### config.mk
export PLATFORM = sky130hd
export DESIGN_NAME = fused_pe_flat
export DESIGN_NICKNAME = d
export VERILOG_FILES = /design/src/rtl/fused_pe_if.sv /design/src/rtl/fused_pe.sv /design/src/flat_wrapper.sv
export SDC_FILE = /design/constraint.sdc
export NUM_CORES = 1
export LEC_CHECK = 0
export CAP_MARGIN = 0
export CORE_MARGIN = 2
export CORE_UTILIZATION = 29
export DETAILED_ROUTE_END_ITERATION = 8
export PLACE_DENSITY_LB_ADDON = 0.2
export SETUP_SLACK_MARGIN = 0.2
export SLEW_MARGIN = 25
export SYNTH_ARGS = -nofsm -noshare
export SYNTH_HDL_FRONTEND = slang
export SYNTH_SLANG_ARGS = --single-unit
### constraint.sdc
create_clock -name clk -period 10.7 [get_ports clk]
set_clock_uncertainty 0.05 [all_clocks]
set_input_delay 1.605 -clock clk [delete_from_list [all_inputs] [get_ports clk]]
set_output_delay 1.605 -clock clk [all_outputs]
set_load 0.03 [all_outputs]
### src/rtl/fused_pe_if.sv
// fused_pe_if: operand request / result handshake bundle for fused_pe.
//   master side (producer/consumer of the PE) drives in_valid, x, y, s_x, s_y,
//   x_prec, y_prec, acc_clr and out_ready; it observes in_ready, out_valid,
//   acc and busy.
//   slave side (fused_pe) is the mirror image.
interface fused_pe_if #(
  parameter int ACC_W = 32
);
  logic             in_valid;
  logic             in_ready;
  logic [7:0]       x;
  logic [7:0]       y;
  logic             s_x;
  logic             s_y;
  logic [1:0]       x_prec;
  logic [1:0]       y_prec;
  logic             acc_clr;
  logic             out_valid;
  logic             out_ready;
  logic [ACC_W-1:0] acc;
  logic             busy;

  modport master (
    output in_valid, x, y, s_x, s_y, x_prec, y_prec, acc_clr, out_ready,
    input  in_ready, out_valid, acc, busy
  );

  modport slave (
    input  in_valid, x, y, s_x, s_y, x_prec, y_prec, acc_clr, out_ready,
    output in_ready, out_valid, acc, busy
  );
endinterface

### src/rtl/fused_pe.sv
// fused_pe: bit-fusion style multiply-accumulate processing element.
//   An 8/4/2-bit x by 8/4/2-bit y product (each operand signed or unsigned)
//   is decomposed into 2-bit "brick" products; NUM_BB bricks are summed per
//   cycle into a partial sum, and the exact product is added into a wrapping
//   ACC_W-bit accumulator (optionally cleared first).
// Ports:
//   clk  - clock, rising edge
//   rst  - synchronous active-high reset
//   bus  - fused_pe_if.slave: in_valid/in_ready operand handshake, operands
//          x/y with sign flags and precision codes, acc_clr, out_valid/
//          out_ready result handshake, acc result, busy status.
module fused_pe #(
  parameter int NUM_BB = 4,
  parameter int ACC_W  = 32
) (
  input  logic     clk,
  input  logic     rst,
  fused_pe_if.slave bus
);

  // Largest exact product magnitude is 255*255 = 65025, so 18 signed bits
  // hold every final result; intermediate sums wrap harmlessly mod 2^18.
  localparam int PSUM_W = 18;

  typedef enum logic [1:0] {IDLE, COMPUTE, DONE} state_t;

  state_t state, state_nxt;

  logic [7:0]               x_p0, y_p0;
  logic                     sx_p0, sy_p0, clr_p0;
  logic [1:0]               xl_p0, yl_p0;   // log2 of chunk count per operand

  logic signed [PSUM_W-1:0] psum, grp_sum, psum_nxt;
  logic [4:0]               grp;
  logic signed [ACC_W-1:0]  acc_r, acc_nxt;
  logic                     accept, last_grp;
  logic [5:0]               n_bricks, k_base;
  logic [9:0]               covered;

  // Precision code -> log2(number of 2-bit chunks); code 3 aliases code 2.
  function automatic logic [1:0] chunk_log(input logic [1:0] prec);
    case (prec)
      2'd0:    return 2'd0;
      2'd1:    return 2'd1;
      default: return 2'd2;
    endcase
  endfunction

  // One brick: x-chunk i times y-chunk j, aligned by 2*(i+j). Only the top
  // chunk of a signed operand carries the sign; indices past the last brick
  // contribute nothing.
  function automatic logic signed [PSUM_W-1:0] brick(
    input logic [7:0] xv,
    input logic [7:0] yv,
    input logic       sx,
    input logic       sy,
    input logic [1:0] cxl,
    input logic [1:0] cyl,
    input logic [5:0] k
  );
    logic [5:0]               i, j, cx, cy, total;
    logic [7:0]               xs, ys;
    logic signed [2:0]        xc, yc;
    logic signed [5:0]        prod;
    logic signed [PSUM_W-1:0] ext;
    logic [4:0]               shamt;
    cx    = 6'd1 << cxl;
    cy    = 6'd1 << cyl;
    total = 6'd1 << ({1'b0, cxl} + {1'b0, cyl});
    if (k >= total) return '0;
    i     = k >> cyl;
    j     = k & (cy - 6'd1);
    xs    = xv >> {i[3:0], 1'b0};
    ys    = yv >> {j[3:0], 1'b0};
    xc    = {sx && (i == cx - 6'd1) && xs[1], xs[1:0]};
    yc    = {sy && (j == cy - 6'd1) && ys[1], ys[1:0]};
    prod  = 6'(xc) * 6'(yc);
    ext   = PSUM_W'(prod);
    shamt = {i[3:0] + j[3:0], 1'b0};
    return ext <<< shamt;
  endfunction

  assign accept = bus.in_valid && bus.in_ready;

  always_ff @(posedge clk) begin
    if (rst) state <= IDLE;
    else     state <= state_nxt;
  end

  always_comb begin
    state_nxt     = state;
    bus.in_ready  = 1'b0;
    bus.out_valid = 1'b0;
    bus.busy      = 1'b0;
    case (state)
      IDLE: begin
        bus.in_ready = !rst;
        if (bus.in_valid) state_nxt = COMPUTE;
      end
      COMPUTE: begin
        bus.busy = !rst;
        if (last_grp) state_nxt = DONE;
      end
      DONE: begin
        bus.busy      = !rst;
        bus.out_valid = !rst;
        if (bus.out_ready) state_nxt = IDLE;
      end
      default: state_nxt = IDLE;
    endcase
  end

  // Stage p0: operands captured on acceptance, frozen for the whole operation.
  always_ff @(posedge clk) begin
    if (accept) begin
      x_p0   <= bus.x;
      y_p0   <= bus.y;
      sx_p0  <= bus.s_x;
      sy_p0  <= bus.s_y;
      xl_p0  <= chunk_log(bus.x_prec);
      yl_p0  <= chunk_log(bus.y_prec);
      clr_p0 <= bus.acc_clr;
    end
  end

  always_comb begin
    n_bricks = 6'd1 << ({1'b0, xl_p0} + {1'b0, yl_p0});
    k_base   = 6'(grp * NUM_BB);
    covered  = (10'(grp) + 10'd1) * 10'(NUM_BB);
    last_grp = covered >= {4'b0, n_bricks};
    grp_sum  = '0;
    for (int b = 0; b < NUM_BB; b++) begin
      grp_sum = grp_sum + brick(x_p0, y_p0, sx_p0, sy_p0, xl_p0, yl_p0,
                                k_base + 6'(b));
    end
    psum_nxt = psum + grp_sum;
    acc_nxt  = (clr_p0 ? '0 : acc_r) + ACC_W'(psum_nxt);
  end

  // Stage p1: brick-group accumulation; accumulator updates on the final group.
  always_ff @(posedge clk) begin
    if (rst) begin
      psum  <= '0;
      grp   <= '0;
      acc_r <= '0;
    end else if (accept) begin
      psum <= '0;
      grp  <= '0;
    end else if (state == COMPUTE) begin
      psum <= psum_nxt;
      grp  <= grp + 5'd1;
      if (last_grp) acc_r <= acc_nxt;
    end
  end

  assign bus.acc = acc_r;

endmodule
### src/flat_wrapper.sv
// flat-port wrapper written by rule: the top's interface ports become plain ports
module fused_pe_flat 
#(
  parameter int NUM_BB = 4,
  parameter int ACC_W  = 32
)
  (clk, rst, bus_in_valid, bus_x, bus_y, bus_s_x, bus_s_y, bus_x_prec, bus_y_prec, bus_acc_clr, bus_out_ready, bus_in_ready, bus_out_valid, bus_acc, bus_busy);
  fused_pe_if #(.ACC_W(ACC_W)) bus_i ();
  input  logic clk;
  input  logic rst;
  input wire logic [$bits(bus_i.in_valid)-1:0] bus_in_valid;
  input wire logic [$bits(bus_i.x)-1:0] bus_x;
  input wire logic [$bits(bus_i.y)-1:0] bus_y;
  input wire logic [$bits(bus_i.s_x)-1:0] bus_s_x;
  input wire logic [$bits(bus_i.s_y)-1:0] bus_s_y;
  input wire logic [$bits(bus_i.x_prec)-1:0] bus_x_prec;
  input wire logic [$bits(bus_i.y_prec)-1:0] bus_y_prec;
  input wire logic [$bits(bus_i.acc_clr)-1:0] bus_acc_clr;
  input wire logic [$bits(bus_i.out_ready)-1:0] bus_out_ready;
  output wire logic [$bits(bus_i.in_ready)-1:0] bus_in_ready;
  output wire logic [$bits(bus_i.out_valid)-1:0] bus_out_valid;
  output wire logic [$bits(bus_i.acc)-1:0] bus_acc;
  output wire logic [$bits(bus_i.busy)-1:0] bus_busy;
  assign bus_i.in_valid = bus_in_valid;
  assign bus_i.x = bus_x;
  assign bus_i.y = bus_y;
  assign bus_i.s_x = bus_s_x;
  assign bus_i.s_y = bus_s_y;
  assign bus_i.x_prec = bus_x_prec;
  assign bus_i.y_prec = bus_y_prec;
  assign bus_i.acc_clr = bus_acc_clr;
  assign bus_i.out_ready = bus_out_ready;
  assign bus_in_ready = bus_i.in_ready;
  assign bus_out_valid = bus_i.out_valid;
  assign bus_acc = bus_i.acc;
  assign bus_busy = bus_i.busy;
  fused_pe #(.NUM_BB(NUM_BB), .ACC_W(ACC_W)) u_core (.clk(clk), .rst(rst), .bus(bus_i));
endmodule
## Word level (Yosys, flattened, before mapping)

Cells that the tools add are included.

- Flip-flop bits (word level): 80
- Input port bits: 27
- Output and inout bits: 35
- Logic and storage cells: 123

- $add $sub $neg: 17
- $mul: 4
- Magnitude comparators: 5
- Eq/ne operators: 15
- Shift-type cells: 19
- Multiplexer cells: 22
- Bitwise gates (word level): 5
- Reductions and logical operators: 25

Operators by type and width:

| kind | count |
|---|---|
| $mux 18 | 8 |
| $add 18x18->18 | 4 |
| $sshl 6x5->18 | 4 |
| $shr 8x5->2 | 8 |
| $eq 6x6->1 | 8 |
| $add 32x32->32 | 1 |
| $mux 32 | 1 |
| $and 6x6->6 | 4 |
| $ge 6x6->1 | 4 |
| $mul 3x3->6 | 4 |
| $shr 6x2->6 | 4 |
| $logic_and 1x1->1 | 17 |
| $add 4x4->4 | 4 |
| $add 6x2->6 const B | 2 |
| $shl 1x2->6 const A | 2 |
| $sub 6x1->6 const B | 2 |
| $ge 10x6->1 | 1 |
| $pmux 2 s2 | 2 |
| $mux 1 | 7 |
| $add 5x1->6 const B | 1 |
| $add 6x1->6 const B | 1 |
| $eq 2x1->1 const B | 3 |
| $logic_not 2->1 | 3 |
| $mux 2 | 3 |
| 11 further kinds | 14 |

## Depth between registers and ports, before layout

- Depth after elaboration: 14
- Depth in mapped cells: 54

## Least setup slack after synthesis

Ideal clock, no wire load.

- Path type: register to register
- Start point: register u_core.yl_p0[1]
- End point: register u_core.acc_r[31] (netlist: u_core.bus.acc[31])
- Setup time: 0.095 ns
- Arrival time: 10.722 ns
- Required time: 10.555 ns
- Path slack: -0.167 ns
- Cell stages (with the launch flop): 47
- Buffers on the path: 5
- Cell sequence: edfxtp_1 buf_4 buf_6 clkbuf_1 nand2_1 o21ai_0 inv_1 a22oi_1 nor2_1 nor3_1 nand2_1 nor3_1 nand2_1 fa_1 inv_1 fa_1 ha_1 inv_1 (+11 left out) o21bai_1 a2111oi_0 o31ai_1 o41ai_1 a31o_1 nand3_1 and2_1 buf_2 inv_2 buf_2 ha_1 a21o_1 a21o_1 a311oi_4 a21oi_2 a41o_1 a221o_1 o311ai_1

- Cells in the longest elaborated chain, start to end: 14
- Elaborated cells between the ends (all ways): 75
- Those cells by class: add/sub (11); mul (4); order compare (5); eq/ne (8); shift (18); mux (8); bitwise (4); reduce/logical (17)

RTL lines:

| what | line | text |
|---|---|---|
| start: declaration | fused_pe.sv:31 | `logic [1:0] xl_p0, yl_p0;` |
| start signal: assignment | fused_pe.sv:121 | `yl_p0 <= chunk_log(bus.y_prec);` |
| branches (longest 11 deep; another with $add 18x18->18) | - |  |
| $add 18x18->18 * | fused_pe.sv:133 | `grp_sum = grp_sum + brick(x_p0, y_p0, sx_p0, sy_p0, xl_p0, yl_p0,` |
| $add 18x18->18 * | fused_pe.sv:136 | `psum_nxt = psum + grp_sum;` |
| net u_core.psum_nxt[17] | fused_pe.sv:33 | `logic signed [PSUM_W-1:0] psum, grp_sum, psum_nxt;` |
| $add 32x32->32 * | fused_pe.sv:137 | `acc_nxt = (clr_p0 ? '0 : acc_r) + ACC_W'(psum_nxt);` |
| end signal: assignment | fused_pe.sv:152 | `if (last_grp) acc_r <= acc_nxt;` |
| end: declaration | fused_pe.sv:35 | `logic signed [ACC_W-1:0] acc_r, acc_nxt;` |

Mark *: on every way through the listed nets, which the timed path passes.
A chain may end at the register's enable or synchronous reset.

## Worst setup path in the final report

- Start point: register u_core.yl_p0[0]
- End point: register u_core.acc_r[31] (netlist: u_core.bus.acc[31])

- Cells in the longest elaborated chain, start to end: 14
- Elaborated cells between the ends (all ways): 75
- Those cells by class: add/sub (11); mul (4); order compare (5); eq/ne (8); shift (18); mux (8); bitwise (4); reduce/logical (17)

RTL lines:

| what |
|---|
| branches (longest 14 deep; another with $add 18x18->18) |

Parallel ways; which one is timed is not known.

==> impl_metrics.yaml <==
drt:
  drt-pass1-iter-count: 5
  finalWirelength_um: 30600
  wl_per_cell_um: 16.2
  antenna_left: 0
  drt_iter0_markers: 621
  avgViaCountPerCell: 5.08
  drc_errors: 0
  routed-via-count: 9611
synthesis:
  synth_seq_cells: 80
  ys_async_sr_fraction_pct: 0
  yosys.area.top_type: "fa_1"
  synthCells: 1328
  synth_area_leaders: "fa_1 (14%), dfxtp_1 (11%), ha_1 (9.5%)"
  yosys.area.top_type_share_pct: 14.1
  syn-cell-area_um2: 10500
  ys_seq_area_share_pct: 17.5
  synth_edf_count: 23
  synth_area_per_cell_um2: 7.90
  synth-warning-count: 0
  ys.flop_type: "dfxtp_1"
  synth.distinct_cells: 86
  synthesis.nets: 1509
critical_path:
  critPathBufInv: 10
  cp_top_family: "adder cells"
  crit_path_end_kind: "flop"
  slowest_delay_ns: 0.55
  cp_common_cell: "fa_1"
  worst_ep_arrival_time_ns: 10.26
  cp.required_ns: 10.93
  cp_max_fo: 10
  path_class: "reg2reg"
  start_kind: "flop"
  cp_slowest_cell: "fa_1"
clock_tree:
  cts_buffer_depth: 2
  cts_tree: "yes"
  clk_pin_slew_worst_paths_ns: 0.07
  clk_latency_ns: 0.37
  ctsHoldBuffers: 0
  root_buffer: "clkbuf_16"
  htreeDepth: 3
  clkSinkCount: 80
  cts_buffers: 9
floorplanning:
  die-area_um2: 37700
  coreArea_um2: 35600
  dieHeight_um: 194
  pin_count: 62
  core.rowCount: 69
  initial_core_util_pct: 29.5
  fp.dieW_um: 194
place:
  pre_cts_ws_ns: -0.123
  dp_hpwl_um: 24500
  port_buffers: 61
  place.gp.congestion: 0.900
timing:
  fin_crit_ns: 10.03
  slew_viol_final: 0
  rsz0062_at_grt: "no"
  clock.fmax_ghz: 0.0997
  slew_headroom_pct: 48.3
  fin_ws_ns: 0.672
  tightestPinTransition_ns: 0.773
  setup-violations-final: 0
  period_share_pct: 93.7
  tns_ns: 0
  hold_violations: 0
pwr:
  pwr-share-seq_pct: 12.3
  clkPwrFrac_pct: 8.5
  netSwitchingFraction_pct: 53.2
  ir_worst_vdd_mv: 0.137
  comb_power_share_pct: 79.2
  p_sw_mw: 2.00
  p_leak_nw: 5.54
  internal_power_mw: 1.76
  p_per_area_nw_per_um2: 295
global_routing:
  grt_pass1_vias: 9520
  track_usage_pct: 16.4
  grt_overflow: 0
  grt_first_pass_wirelength_um: 49700
  antenna_found_initial: 0
  grt_max_degree: 43
worst_hold_path:
  hold_class: "reg2reg"
run_status:
  status: "finished clean"
finish:
  antenna_cells: 0
  drive_gt1_share_pct: 14.1
  fin_nets: 1606
  area_growth_pct: 21.5
flow_run:
  cap_violations: 0
==> kinds of logic (layout without fill, tap and decap cells) <==
group | after synthesis | in the layout | synth area share [%]
DFF | 80 | 80 | 17.5
and+or+nand+nor | 472 | 472 | 21.5
muxes | 51 | 51 | 4.97
adders and majority gates | 155 | 155 | 23.7
AOI/OAI and AO/OA | 297 | 297 | 18.7
buffers and inverters | 201 | 303 | 7.47
xor gates and xnor gates | 72 | 72 | 6.15
==> cell usage after synthesis (11+ instances only) <==
cell type  instances
inv_1            136
nand2_1          136
nor2_1           129
a21oi_1           93
ha_1              80
fa_1              74
dfxtp_1           57
xnor2_1           51
o21ai_0           49
mux2i_1           48
nor2b_1           42
nand3_1           40
clkbuf_1          39
nor3_1            34
edfxtp_1          23
a21o_1            21
xor2_1            19
a211oi_1          16
and2_1            15
a31oi_1           13
o211ai_1          13
o21a_1            13
o21bai_1          12
nand2b_1          11
==> final timing paths <==
path                            from            endpoint  slack (ns)  depth (start not counted)
setup / recovery     u_core.yl_p0[0]  u_core.bus.acc[31]        0.67                         42
hold / removal    u_core.bus.acc[18]  u_core.bus.acc[18]        0.41                          2
setup reg to reg     u_core.yl_p0[0]  u_core.bus.acc[31]        0.67                         42
hold reg to reg   u_core.bus.acc[18]  u_core.bus.acc[18]        0.41                          2
==> state kept, by name, indices dropped and copies added, names as in the netlist <==
name and flops:
u_core.bus.acc 32, u_core.psum 18, u_core.x_p0 8, u_core.y_p0 8
u_core.grp 5, u_core.state 2, u_core.xl_p0 2, u_core.yl_p0 2
u_core.clr_p0 1, u_core.sx_p0 1, u_core.sy_p0 1
==> tightest hold or removal path: cells and delay by family, from the launching register on <==
family | cells | cell delay [ns]
flip-flops | 1 | 0.32
AND/OR/NAND/NOR | 1 | 0.05
AO/OA/AOI/OAI | 1 | 0.05
==> cell usage in the layout, fill, tap and decap left out, drive strengths merged, types with 10 or more instances in the layout <==
master,count
dfxtp,57
buf,83
o211ai,13
and2,15
clkbuf,11
mux2i,48
inv,141
a211oi,17
or2,10
edfxtp,23
nand3,41
nor3,34
o21bai,12
fa,74
xor2,21
ha,80
a21o,23
nor2b,42
o21a,13
o21ai,51
xnor2,51
nand2,136
nand2b,11
clkdlybuf4s50,61
a31oi,13
nor2,130
a21oi,94
==> what timing repair did <==
| item | 4_1_cts | 5_1_grt |
|---|---|---|
| endpoints found under the setup margin | 10 | 16 |
| setup buffers | 1 | 26 |
| cloned | 0 | 1 |
| pin swaps | 0 | 41 |
| resized for setup | 5 | 78 |
==> power groups by stage <==
stage	combinational [mW]	clock, mW	sequential, mW
4_1_cts	2.87	0.333	0.465
2_1_floorplan	2.06	0	0.525
3_3_place_gp	2.84	0	0.470
6_report	2.99	0.318	0.464
5_1_grt	3.37	0.342	0.477
3_5_place_dp	2.85	0	0.471
==> cell type report <==
type / count / area, µm²
timing repair buffer: 145 / 1270
fill: 3772 / 22800
multi-input combinational: 1047 / 8250
clock buffer: 10 / 239
sequential: 80 / 1830
inverter: 142 / 536
clock inverter: 6 / 50.0
tap: 461 / 577
==> metal layers <==
layer / global-route usage, % / share of wire (%) / vias to the layer above
met4: 3.98 / 1.4 / 0
met5: 0 / 0 / -
li1: - / - / 4741
met1: 21.8 / 46 / 4615
met2: 27.5 / 47 / 228
met3: 2.70 / 5.3 / 27
==> per-stage QoR <==
stage / power (mW) / std cells / utilization [%] / hold slack [ns] / area [µm²]
global route: 4.19 / 1891 / 35.9 / 0.440 / 12800
global placement: 3.31 / 1847 / 33.4 / 0.408 / 11900
detailed placement: 3.32 / 1847 / 33.4 / 0.407 / 11900
finish: 3.77 / 1891 / 35.9 / 0.414 / 12800
floorplan: 2.58 / 1328 / - / 0.410 / 10500
CTS: 3.67 / 1864 / 34.3 / 0.419 / 12200
Power figures use the tool's default switching activity.
